**src/rtl/wb_pkg.sv**
```systemverilog
// rtl/wb_pkg.sv - shared types and defaults for the write buffer
package wb_pkg;

  // Byte [0] is the most significant byte of the word.
  typedef logic [0:3][7:0] word_bytes_t;

  typedef enum logic [1:0] {
    ST_IDLE  = 2'd0,
    ST_WRITE = 2'd1,
    ST_READ  = 2'd2
  } wb_state_t;

  localparam int DEFAULT_DEPTH      = 4;
  localparam int DEFAULT_MEM_CYCLES = 4;

endpackage

```
**src/rtl/write_buffer_if.sv**
```systemverilog
// rtl/write_buffer_if.sv - cache-side and memory-side signal bundle of the write buffer
interface write_buffer_if;
  import wb_pkg::*;

  logic        wr_valid;
  logic        wr_ready;
  logic [31:0] wr_addr;
  word_bytes_t wr_data;
  logic        rd_req;
  logic [31:0] rd_addr;
  logic        rd_valid;
  word_bytes_t rd_data;
  logic [31:0] mem_addr;
  word_bytes_t mem_data_in;
  word_bytes_t mem_data_out;
  logic        mem_write_en;
  logic        empty;

  modport slave (
    input  wr_valid, wr_addr, wr_data, rd_req, rd_addr, mem_data_out,
    output wr_ready, rd_valid, rd_data, mem_addr, mem_data_in, mem_write_en, empty
  );

  modport master (
    output wr_valid, wr_addr, wr_data, rd_req, rd_addr, mem_data_out,
    input  wr_ready, rd_valid, rd_data, mem_addr, mem_data_in, mem_write_en, empty
  );

endinterface

```
**src/rtl/wb_fifo.sv**
```systemverilog
// rtl/wb_fifo.sv - store entry FIFO with youngest-match word address lookup
module wb_fifo
  import wb_pkg::*;
#(
  parameter int DEPTH = DEFAULT_DEPTH
) (
  input  logic                       clk,
  input  logic                       rst_b,
  input  logic                       push,
  input  logic [29:0]                push_word,
  input  word_bytes_t                push_data,
  input  logic                       pop,
  output logic [29:0]                head_word,
  output word_bytes_t                head_data,
  output logic [$clog2(DEPTH+1)-1:0] count,
  input  logic [29:0]                lookup_word,
  output logic                       lookup_hit,
  output word_bytes_t                lookup_data
);

  localparam int PW = $clog2(DEPTH);
  localparam int CW = $clog2(DEPTH + 1);

  logic [29:0]   addr_mem [DEPTH];
  word_bytes_t   data_mem [DEPTH];
  logic [PW-1:0] wr_ptr;
  logic [PW-1:0] rd_ptr;
  logic [PW-1:0] idx;

  always_ff @(posedge clk) begin
    if (push) begin
      addr_mem[wr_ptr] <= push_word;
      data_mem[wr_ptr] <= push_data;
    end
  end

  always_ff @(posedge clk) begin
    if (!rst_b) begin
      wr_ptr <= '0;
      rd_ptr <= '0;
      count  <= '0;
    end else begin
      if (push) wr_ptr <= wr_ptr + PW'(1);
      if (pop)  rd_ptr <= rd_ptr + PW'(1);
      case ({push, pop})
        2'b10:   count <= count + CW'(1);
        2'b01:   count <= count - CW'(1);
        default: count <= count;
      endcase
    end
  end

  assign head_word = addr_mem[rd_ptr];
  assign head_data = data_mem[rd_ptr];

  // Walk oldest to youngest so the last valid match wins.
  always_comb begin
    lookup_hit  = 1'b0;
    lookup_data = '0;
    idx         = '0;
    for (int i = 0; i < DEPTH; i++) begin
      idx = rd_ptr + PW'(i);
      if ((CW'(i) < count) && (addr_mem[idx] == lookup_word)) begin
        lookup_hit  = 1'b1;
        lookup_data = data_mem[idx];
      end
    end
  end

endmodule

```
**src/rtl/write_buffer.sv**
```systemverilog
// rtl/write_buffer.sv - store buffer with read forwarding in front of a slow main memory
module write_buffer
  import wb_pkg::*;
#(
  parameter int DEPTH      = DEFAULT_DEPTH,
  parameter int MEM_CYCLES = DEFAULT_MEM_CYCLES
) (
  input  logic          clk,
  input  logic          rst_b,
  write_buffer_if.slave bus
);

  localparam int CW = $clog2(DEPTH + 1);

  wb_state_t     state;
  wb_state_t     state_nx;
  logic [3:0]    cyc;
  logic [3:0]    cyc_nx;
  logic [CW-1:0] count;
  logic [29:0]   head_word;
  word_bytes_t   head_data;
  logic          lookup_hit;
  word_bytes_t   lookup_data;
  logic          wr_ready_c;
  logic          push;
  logic          pop;
  logic          last_cyc;
  logic          rd_take;
  logic          rd_hit;
  logic          rd_miss;
  logic          start_read;
  logic          rd_pend;
  logic [29:0]   rd_word_q;
  logic          rd_valid_q;
  word_bytes_t   rd_data_q;
  logic          mem_we;
  logic [31:0]   mem_addr_c;
  word_bytes_t   mem_data_c;
  logic          addr_lsbs_unused;

  assign addr_lsbs_unused = ^{bus.wr_addr[1:0], bus.rd_addr[1:0]};

  assign wr_ready_c = count < CW'(DEPTH);
  assign push       = bus.wr_valid && wr_ready_c;
  assign last_cyc   = cyc == 4'(MEM_CYCLES - 1);
  // Only one read in flight: a pending or active read masks new requests.
  assign rd_take    = bus.rd_req && !rd_pend && (state != ST_READ);
  assign rd_hit     = rd_take && lookup_hit;
  assign rd_miss    = rd_take && !lookup_hit;

  wb_fifo #(.DEPTH(DEPTH)) u_fifo (
    .clk         (clk),
    .rst_b       (rst_b),
    .push        (push),
    .push_word   (bus.wr_addr[31:2]),
    .push_data   (bus.wr_data),
    .pop         (pop),
    .head_word   (head_word),
    .head_data   (head_data),
    .count       (count),
    .lookup_word (bus.rd_addr[31:2]),
    .lookup_hit  (lookup_hit),
    .lookup_data (lookup_data)
  );

  always_ff @(posedge clk) begin
    if (!rst_b) begin
      state <= ST_IDLE;
      cyc   <= '0;
    end else begin
      state <= state_nx;
      cyc   <= cyc_nx;
    end
  end

  always_comb begin
    state_nx   = state;
    cyc_nx     = cyc;
    pop        = 1'b0;
    start_read = 1'b0;
    mem_we     = 1'b0;
    mem_addr_c = '0;
    mem_data_c = '0;
    case (state)
      ST_IDLE: begin
        cyc_nx = '0;
        if (rd_pend || rd_miss) begin
          state_nx   = ST_READ;
          start_read = 1'b1;
        end else if ((count != '0) || push) begin
          state_nx = ST_WRITE;
        end
      end
      ST_WRITE: begin
        mem_we     = 1'b1;
        mem_addr_c = {head_word, 2'b00};
        mem_data_c = head_data;
        cyc_nx     = cyc + 4'd1;
        if (last_cyc) begin
          pop      = 1'b1;
          state_nx = ST_IDLE;
        end
      end
      ST_READ: begin
        mem_addr_c = {rd_word_q, 2'b00};
        cyc_nx     = cyc + 4'd1;
        if (last_cyc) state_nx = ST_IDLE;
      end
      default: state_nx = ST_IDLE;
    endcase
  end

  always_ff @(posedge clk) begin
    if (!rst_b) begin
      rd_pend    <= 1'b0;
      rd_word_q  <= '0;
      rd_valid_q <= 1'b0;
      rd_data_q  <= '0;
    end else begin
      rd_valid_q <= 1'b0;
      if (rd_hit) begin
        rd_valid_q <= 1'b1;
        rd_data_q  <= lookup_data;
      end
      if ((state == ST_READ) && last_cyc) begin
        rd_valid_q <= 1'b1;
        rd_data_q  <= bus.mem_data_out;
      end
      if (rd_miss) rd_word_q <= bus.rd_addr[31:2];
      if (start_read)   rd_pend <= 1'b0;
      else if (rd_miss) rd_pend <= 1'b1;
    end
  end

  assign bus.wr_ready     = wr_ready_c;
  assign bus.rd_valid     = rd_valid_q;
  assign bus.rd_data      = rd_data_q;
  assign bus.mem_write_en = mem_we;
  assign bus.mem_addr     = mem_addr_c;
  assign bus.mem_data_in  = mem_data_c;
  assign bus.empty        = (count == '0) && (state != ST_WRITE);

endmodule

```
**src/flat_wrapper.sv**
```systemverilog
// flat-port wrapper written by rule: the top's interface ports become plain ports
module write_buffer_flat import wb_pkg::*;
#(
  parameter int DEPTH      = DEFAULT_DEPTH,
  parameter int MEM_CYCLES = DEFAULT_MEM_CYCLES
)
  (clk, rst_b, bus_wr_valid, bus_wr_addr, bus_wr_data, bus_rd_req, bus_rd_addr, bus_mem_data_out, bus_wr_ready, bus_rd_valid, bus_rd_data, bus_mem_addr, bus_mem_data_in, bus_mem_write_en, bus_empty);
  write_buffer_if bus_i ();
  input  logic clk;
  input  logic rst_b;
  input wire logic [$bits(bus_i.wr_valid)-1:0] bus_wr_valid;
  input wire logic [$bits(bus_i.wr_addr)-1:0] bus_wr_addr;
  input wire logic [$bits(bus_i.wr_data)-1:0] bus_wr_data;
  input wire logic [$bits(bus_i.rd_req)-1:0] bus_rd_req;
  input wire logic [$bits(bus_i.rd_addr)-1:0] bus_rd_addr;
  input wire logic [$bits(bus_i.mem_data_out)-1:0] bus_mem_data_out;
  output wire logic [$bits(bus_i.wr_ready)-1:0] bus_wr_ready;
  output wire logic [$bits(bus_i.rd_valid)-1:0] bus_rd_valid;
  output wire logic [$bits(bus_i.rd_data)-1:0] bus_rd_data;
  output wire logic [$bits(bus_i.mem_addr)-1:0] bus_mem_addr;
  output wire logic [$bits(bus_i.mem_data_in)-1:0] bus_mem_data_in;
  output wire logic [$bits(bus_i.mem_write_en)-1:0] bus_mem_write_en;
  output wire logic [$bits(bus_i.empty)-1:0] bus_empty;
  assign bus_i.wr_valid = bus_wr_valid;
  assign bus_i.wr_addr = bus_wr_addr;
  assign bus_i.wr_data = bus_wr_data;
  assign bus_i.rd_req = bus_rd_req;
  assign bus_i.rd_addr = bus_rd_addr;
  assign bus_i.mem_data_out = bus_mem_data_out;
  assign bus_wr_ready = bus_i.wr_ready;
  assign bus_rd_valid = bus_i.rd_valid;
  assign bus_rd_data = bus_i.rd_data;
  assign bus_mem_addr = bus_i.mem_addr;
  assign bus_mem_data_in = bus_i.mem_data_in;
  assign bus_mem_write_en = bus_i.mem_write_en;
  assign bus_empty = bus_i.empty;
  write_buffer #(.DEPTH(DEPTH), .MEM_CYCLES(MEM_CYCLES)) u_core (.clk(clk), .rst_b(rst_b), .bus(bus_i));
endmodule
```
**config.mk**
```make
export PLATFORM = sky130hd
export DESIGN_NAME = write_buffer_flat
export DESIGN_NICKNAME = d
export VERILOG_FILES = /design/src/rtl/wb_pkg.sv /design/src/rtl/write_buffer_if.sv /design/src/rtl/wb_fifo.sv /design/src/rtl/write_buffer.sv /design/src/flat_wrapper.sv
export SDC_FILE = /design/constraint.sdc
export NUM_CORES = 1
export LEC_CHECK = 0
export CORE_MARGIN = 5
export CORE_UTILIZATION = 35
export DETAILED_ROUTE_END_ITERATION = 8
export DONT_BUFFER_PORTS = 1
export PLACE_DENSITY = 0.52
export SYNTH_ARGS = -nofsm -noshare
export SYNTH_HDL_FRONTEND = slang
export SYNTH_HIERARCHICAL = 1
export SYNTH_SLANG_ARGS = --single-unit
```
**constraint.sdc**
```tcl
create_clock -name clk -period 3.4 [get_ports clk]
set_input_delay 0.68 -clock clk [delete_from_list [all_inputs] [get_ports clk]]
set_output_delay 0.68 -clock clk [all_outputs]
set_load 0.02 [all_outputs]
```
-- Yosys cells after proc, flatten, opt, wreduce, memory -nomap -nowiden
Memories as Yosys holds them, arrays and structs flattened. A register that Yosys moved wholly into a read port is not among the register bits.
Cells that the tools add are included.
- register bits: 77
- input bits: 132
- bits in writable memories: 248
- logic and storage cells: 95
- memories: 2
- memory list (name ; words ; bits a word ; read ports ; clocked after Yosys merged registers in ; write ports ; RTL line ; RTL):
    u_core.u_fifo.data_mem ; 4 ; 32 ; 4 ; 1 ; 1 ; wb_fifo.sv:25 ; word_bytes_t data_mem [DEPTH];
    u_core.u_fifo.addr_mem ; 4 ; 30 ; 4 ; 1 ; 1 ; wb_fifo.sv:24 ; logic [29:0] addr_mem [DEPTH];
- bitwise logic cells: 1
- add/subtract/negate cells: 7
- multiplexer cells: 31
- reduce and logical (&&, ||, !) cells: 24
- magnitude comparators: 5
- eq/ne operators: 13
- operators with widths (cell ; count):
    32-bit two-way mux ; 7
    30-bit equality test ; 4
    32-bit case mux with 2 select lines ; 1
    2-bit two-way mux ; 7
    1-bit two-way mux ; 13
    1-bit logical AND ; 11
    4-bit case mux with 2 select lines ; 1
    1-bit by 3-bit less-than comparator with 1-bit output (first input constant) ; 2
    2-bit by 3-bit less-than comparator with 1-bit output (first input constant) ; 2
    3-bit case mux with 2 select lines ; 1
    2-bit nonzero test ; 3
    2-bit by 1-bit adder with 2-bit output (second input constant) ; 2
    2-bit adder (second input constant) ; 2
    4-bit by 1-bit adder with 4-bit output (second input constant) ; 1
    2-bit by 1-bit equality test with 1-bit output (second input constant) ; 2
    2-bit equality test (second input constant) ; 2
    4-bit by 2-bit equality test with 1-bit output (second input constant) ; 1
    2-bit by 1-bit != test with 1-bit output (second input constant) ; 2
    2-bit case mux with 2 select lines ; 1
    2-bit OR reduction ; 2
    3-bit by 1-bit adder with 3-bit output (second input constant) ; 1
    3-bit logical NOT ; 1
    3-bit less-than comparator (second input constant) ; 1
    3-bit by 1-bit != test with 1-bit output (second input constant) ; 1
    other kinds (8) ; 10

-- Depth between registers and ports, before layout
An unclocked memory read counts as a cell.
- word-level depth: 13
- depth in mapped cells: 18
- depth with buffers taken out: 12

-- By module
The synthesis kept the hierarchy.
- modules (own cells, without submodules) (module ; area each (um^2) ; times used ; cells each):
    wb_fifo ; 17436.7 ; 1 ; 1410
    write_buffer ; 3661.0 ; 1 ; 438

-- Worst setup path after synthesis
OpenSTA, ideal clock, no wires.
- kind: register -> register
- from: register u_core.u_fifo.rd_ptr[1]
- to: register u_core.rd_data_q (netlist bit u_core/bus.rd_data[0])
- data arrival time: 3.343 ns
- required time: 3.268 ns
- clock period less this slack: 3.476 ns
- library setup time: 0.132 ns
- path slack: -0.076 ns
- cell stages (with the launch flop): 16
- path buffers: 5
- cell sequence: dfxtp_1 -> buf_2 -> buf_4 -> buf_2 -> mux4_2 -> xor2_1 -> nor4_1 -> o21ai_0 -> a21oi_1 -> nor4b_2 -> or3_1 -> and4bb_1 -> buf_4 -> buf_8 -> mux2i_1 -> a21oi_1
- word-level cells in the longest chain between the ends: 9
- elaborated cells between the ends (all ways): 21
- those cells by class: 3 x add/sub; 3 x eq/ne; 8 x mux; 5 x reduce/logical; 2 x memory
- ends and longest elaborated chain (what ; RTL line ; RTL):
    start: declaration ; wb_fifo.sv:27 ; logic [PW-1:0] rd_ptr;
    start signal: assignment ; wb_fifo.sv:44 ; if (pop) rd_ptr <= rd_ptr + PW'(1);
    2-bit by 1-bit adder with 2-bit output ; wb_fifo.sv:62 ; idx = rd_ptr + PW'(i);
    memory read 4 x 30 bit (*) ; n/a ;
    30-bit equality test ; wb_fifo.sv:63 ; if ((CW'(i) < count) && (addr_mem[idx] == lookup_word)) begin
    1-bit logical AND ; wb_fifo.sv:63 ;
    1-bit two-way mux (2 in a row) ; wb_fifo.sv:63 ;
    1-bit two-way mux (*) ; wb_fifo.sv:63 ;
    named net u_core.lookup_hit ; write_buffer.sv:22 ; logic lookup_hit;
    1-bit logical AND (*) ; write_buffer.sv:48 ; assign rd_hit = rd_take && lookup_hit;
    2-bit nonzero test (no line) (*) ; n/a ;
    end signal: assignment ; write_buffer.sv:123 ; rd_data_q <= lookup_data;
    end signal: assignment ; write_buffer.sv:127 ; rd_data_q <= bus.mem_data_out;
    end: declaration ; write_buffer.sv:35 ; word_bytes_t rd_data_q;
The timed path passes the listed nets; every way through them passes the cells marked *. The select of a mux whose other input is x is not followed.
A chain may end at the register's enable or synchronous reset.

==> flow_summary_export.csv <==
group,metric,value,unit
timing,fin_crit,3.820,ns
setup_path,start_kind,"register",
floorplan,die_h,255.5,µm
finish,area_growth_syn_to_layout,28.52,%
timing,slew_violations,0,
setup_path,critical_path_required,3.92,ns
cts,clk_path_buf_depth,3,
global_routing,grt_pass1_wl,112300,µm
detailed_routing,ant_nets,0,
status,violations,"negative setup slack",
cts,path_clk_slew,0.06,ns
cts,cts.sinks,327,
global_routing,use_met1,0.2895,
yosys,ys_seq_area_frac,0.4279,
global_routing,grt_pass1_vias,16760,
power_and_ir_drop,power_density,451.5,nW/µm²
timing,timing.fmax,0.2617,GHz
flow_run,drv_cap,0,
yosys,synth_edf_count,248,
floorplan,start_util,0.3515,
yosys,synth_area_leaders,"edfxtp_1 (35%), mux2i_1 (11%), mux4_2 (7.8%), dfxtp_1 (7.5%), xnor2_1 (3.5%)",
placed_design,post-dp-hpwl,53510,µm
setup_path,crit_path_max_fanout,12,
min_path,hold-path-endpoint,"u_core/u_fifo/data_mem[3][0]",
floorplan,rows,90,
setup_path,r2r_setup_slack,-0.42,ns
cts,clockRootBuffer,"clkbuf_16",
placed_design,place_area,23610,µm²
timing,worst_slack,-0.4205,ns
global_routing,grt_start_max_net_pins,161,
placed_design,port_buffers,0,
cts,cts_tree,"built",
yosys,async_flop_share,0,
detailed_routing,wirelength,78310,µm
power_and_ir_drop,leakage,8.666,nW
detailed_routing,drt_iter0_markers,1316,
detailed_routing,routed_via_density,5.865,
finish,drive_gt1_frac,0.3316,
power_and_ir_drop,ir_drop,0.3609,mV
finish,fin_nets,2174,
min_path,hp-class,"in2reg",
cts,numCtsBuffers,41,
yosys,ys.flop_type,"edfxtp_1",
finish,final_area,27110,µm²
timing,fin_crit_sh,1.124,
yosys,syn_area,21100,µm²
timing,rsz0062_at_grt,"yes",
timing,setup_viol,65,
setup_path,arrival,4.34,ns
detailed_routing,post-route-drc-count,0,
global_routing,grt_use_met2,0.3520,
yosys,synth_top_area_cell,"edfxtp_1",
finish,multi_input_area,12260,µm²
timing,worst_slew_pin_slew,1.041,ns
min_path,worstHoldPathCells,0,
yosys,synth-warning-count,6,
cts,h-tree-depth,2,
cts,clock_latency,0.59,ns
yosys,ys_types,75,
timing,whs,0.1831,ns
yosys,syn_area_per_cell,11.42,µm²
detailed_routing,vias,16668,
global_routing,grt_use_met3,0.07774,
setup_path,worstRegToRegCells,15,
status,status,"complete, but fails checks",
floorplan,core_region_area,60020,µm²
detailed_routing,wire_per_inst,27.55,µm
floorplan,io_pins,232,
setup_path,end_kind,"register",
finish,final_common_cell,"edfxtp_1",
finish,mostFrequentLayoutCells,"edfxtp_1 (248), buf_4 (237), mux2i_1 (205)",
yosys,synth_top_area_share,0.3530,
setup_path,r2r-end,"u_core/bus.rd_data[22]",
global_routing,track_usage,0.2260,
finish,nFillCells,5435,
placed_design,gp_congestion,0.9639,
yosys,ys_ff_latch,327,
floorplan,die_area,65290,µm²
setup_path,critical_path_class,"reg2reg",
floorplan,fp.dieW,255.5,µm
finish,regArea,9044,µm²
yosys,syn_inst,1848,
timing,fin_worst_skew,0.05051,ns
global_routing,grt_antenna_before_repair,0,
global_routing,overflow,0,
detailed_routing,first_pass_iters,5,
timing,finalHoldViolCount,0,
finish,antenna_cells,0,
timing,slew_headroom,0.3060,
setup_path,r2r_start,"u_core/u_fifo/rd_ptr[0]",
finish,finish.utilization,0.4518,
global_routing,grt_most_used_layer,"met2",
min_path,hp-start,"bus_wr_data[0]",
cell type report:
| type | instances | share of cell area |
|---|---|---|
| Clock buffer | 48 | 0.03992 |
| Clock inverter | 26 | 0.01601 |
| Sequential cell | 327 | 0.3335 |
| Multi-Input combinational cell | 1327 | 0.4521 |
| Inverter | 18 | 0.002953 |
| Timing Repair Buffer | 314 | 0.1194 |
| Tap cell | 782 | 0.03609 |
layer usage:
metal  part of all wire  up-vias
met5                  0        -
met4              0.045        0
met3              0.094      164
met2               0.45      665
met1               0.41     8369
li1                   -     7470
per-stage QoR:
step	setup TNS [ns]	total power, mW	std cells	worst slack (ns)
after CTS	-17.41	12.02	2828	-0.4011
after global placement	-35.68	6.961	2711	-0.6393
after global routing	-25.66	12.66	2842	-0.5130
final	-18.50	12.24	2842	-0.4205
after detailed placement	-41.30	7.003	2711	-0.7113
after floorplan	0	6.263	1849	0.003715
worst max path at each step:
stage	start	endpoint	slack, ns	cells past startpoint
CTS	u_core/u_fifo/rd_ptr[0]	u_core/bus.rd_data[29]	-0.40	15
floorplan	u_core/u_fifo/rd_ptr[1]	u_core/bus.rd_data[0]	0.004	17
detailed placement	u_core/u_fifo/rd_ptr[0]	u_core/bus.rd_data[27]	-0.71	15
global placement	u_core/u_fifo/rd_ptr[0]	u_core/bus.rd_data[14]	-0.64	15
finish	u_core/u_fifo/rd_ptr[0]	u_core/bus.rd_data[22]	-0.42	15
global route	u_core/u_fifo/rd_ptr[0]	u_core/bus.rd_data[24]	-0.51	15
power breakdown:
part | switching (mW) | internal, mW | leakage, nW
Sequential | 0.169 | 4.55 | 2.92
Clock | 1.83 | 3.06 | 0.731
Combinational | 1.57 | 1.08 | 5.01
critical path, stage by stage, from the launching register on:
cell and delay, ns:
dfxtp_4 0.36, buf_12 0.14, buf_12 0.10, mux4_2 0.51, xnor2_2 0.19, nand2_2 0.09, or4_1 0.53, or4b_4 0.55
buf_16 0.19, buf_4 0.17, a2111oi_4 0.25, o211ai_1 0.14, a2bb2oi_2 0.16, buf_4 0.14, mux2i_1 0.07, a21oi_1 0.12
sequential cells by signal, indices dropped and copies added (netlist names), named ones only:
name / count
u_core/u_fifo/addr_mem: 120
u_core/u_fifo/wr_ptr: 2
u_core/rd_word_q: 30
u_core/rd_pend: 1
u_core/cyc: 4
u_core/bus.rd_data: 32
u_core/bus.rd_valid: 1
u_core/u_fifo/data_mem: 128
u_core/u_fifo/count: 3
u_core/state: 2
u_core/u_fifo/rd_ptr: 2
Yosys cell counts, types with 8 or more instances:
cell type	count
nand2b_1	34
a2111oi_2	28
nand4_1	13
a21boi_1	39
buf_2	36
inv_1	18
buf_4	8
buf_6	13
ha_1	13
edfxtp_1	248
nand3_1	9
nor2b_1	69
a2bb2oi_1	36
nor4_1	17
mux4_2	73
a211oi_1	34
a22oi_1	37
nor2_1	48
a21oi_1	83
xnor2_1	84
a21boi_0	27
o211ai_1	35
clkbuf_1	94
xor2_1	24
o21ai_0	49
buf_1	23
and2_1	45
nor3_1	10
a31oi_1	33
o22ai_1	11
nand2_1	124
mux2i_1	230
dfxtp_1	79
mux2_2	39
logic make-up (layout without fill, tap and decap cells):
family          count (synthesis)  in the layout  share of synthesized area
buf+inv                       195            406                    0.04448
mux                           346            346                     0.2128
other cells                     1              2                  0.0001777
simple gates                  397            397                    0.09957
flops                         327            327                     0.4279
xor+xnor                      108            108                    0.04483
compound gates                461            461                     0.1624
fa+ha+maj                      13             13                   0.007710
repair_timing:
item / 4_1_cts / 5_1_grt
endpoints found under the setup margin: 105 / 73
gates resized for setup: 116 / 135
hold buffers: 0 / 0
cloned: 9 / 6
pin swaps: 44 / 78
setup buffers: 35 / 11
hold endpoints to repair: 0 / 0
Note: power is estimated with default switching activity, not from simulation.
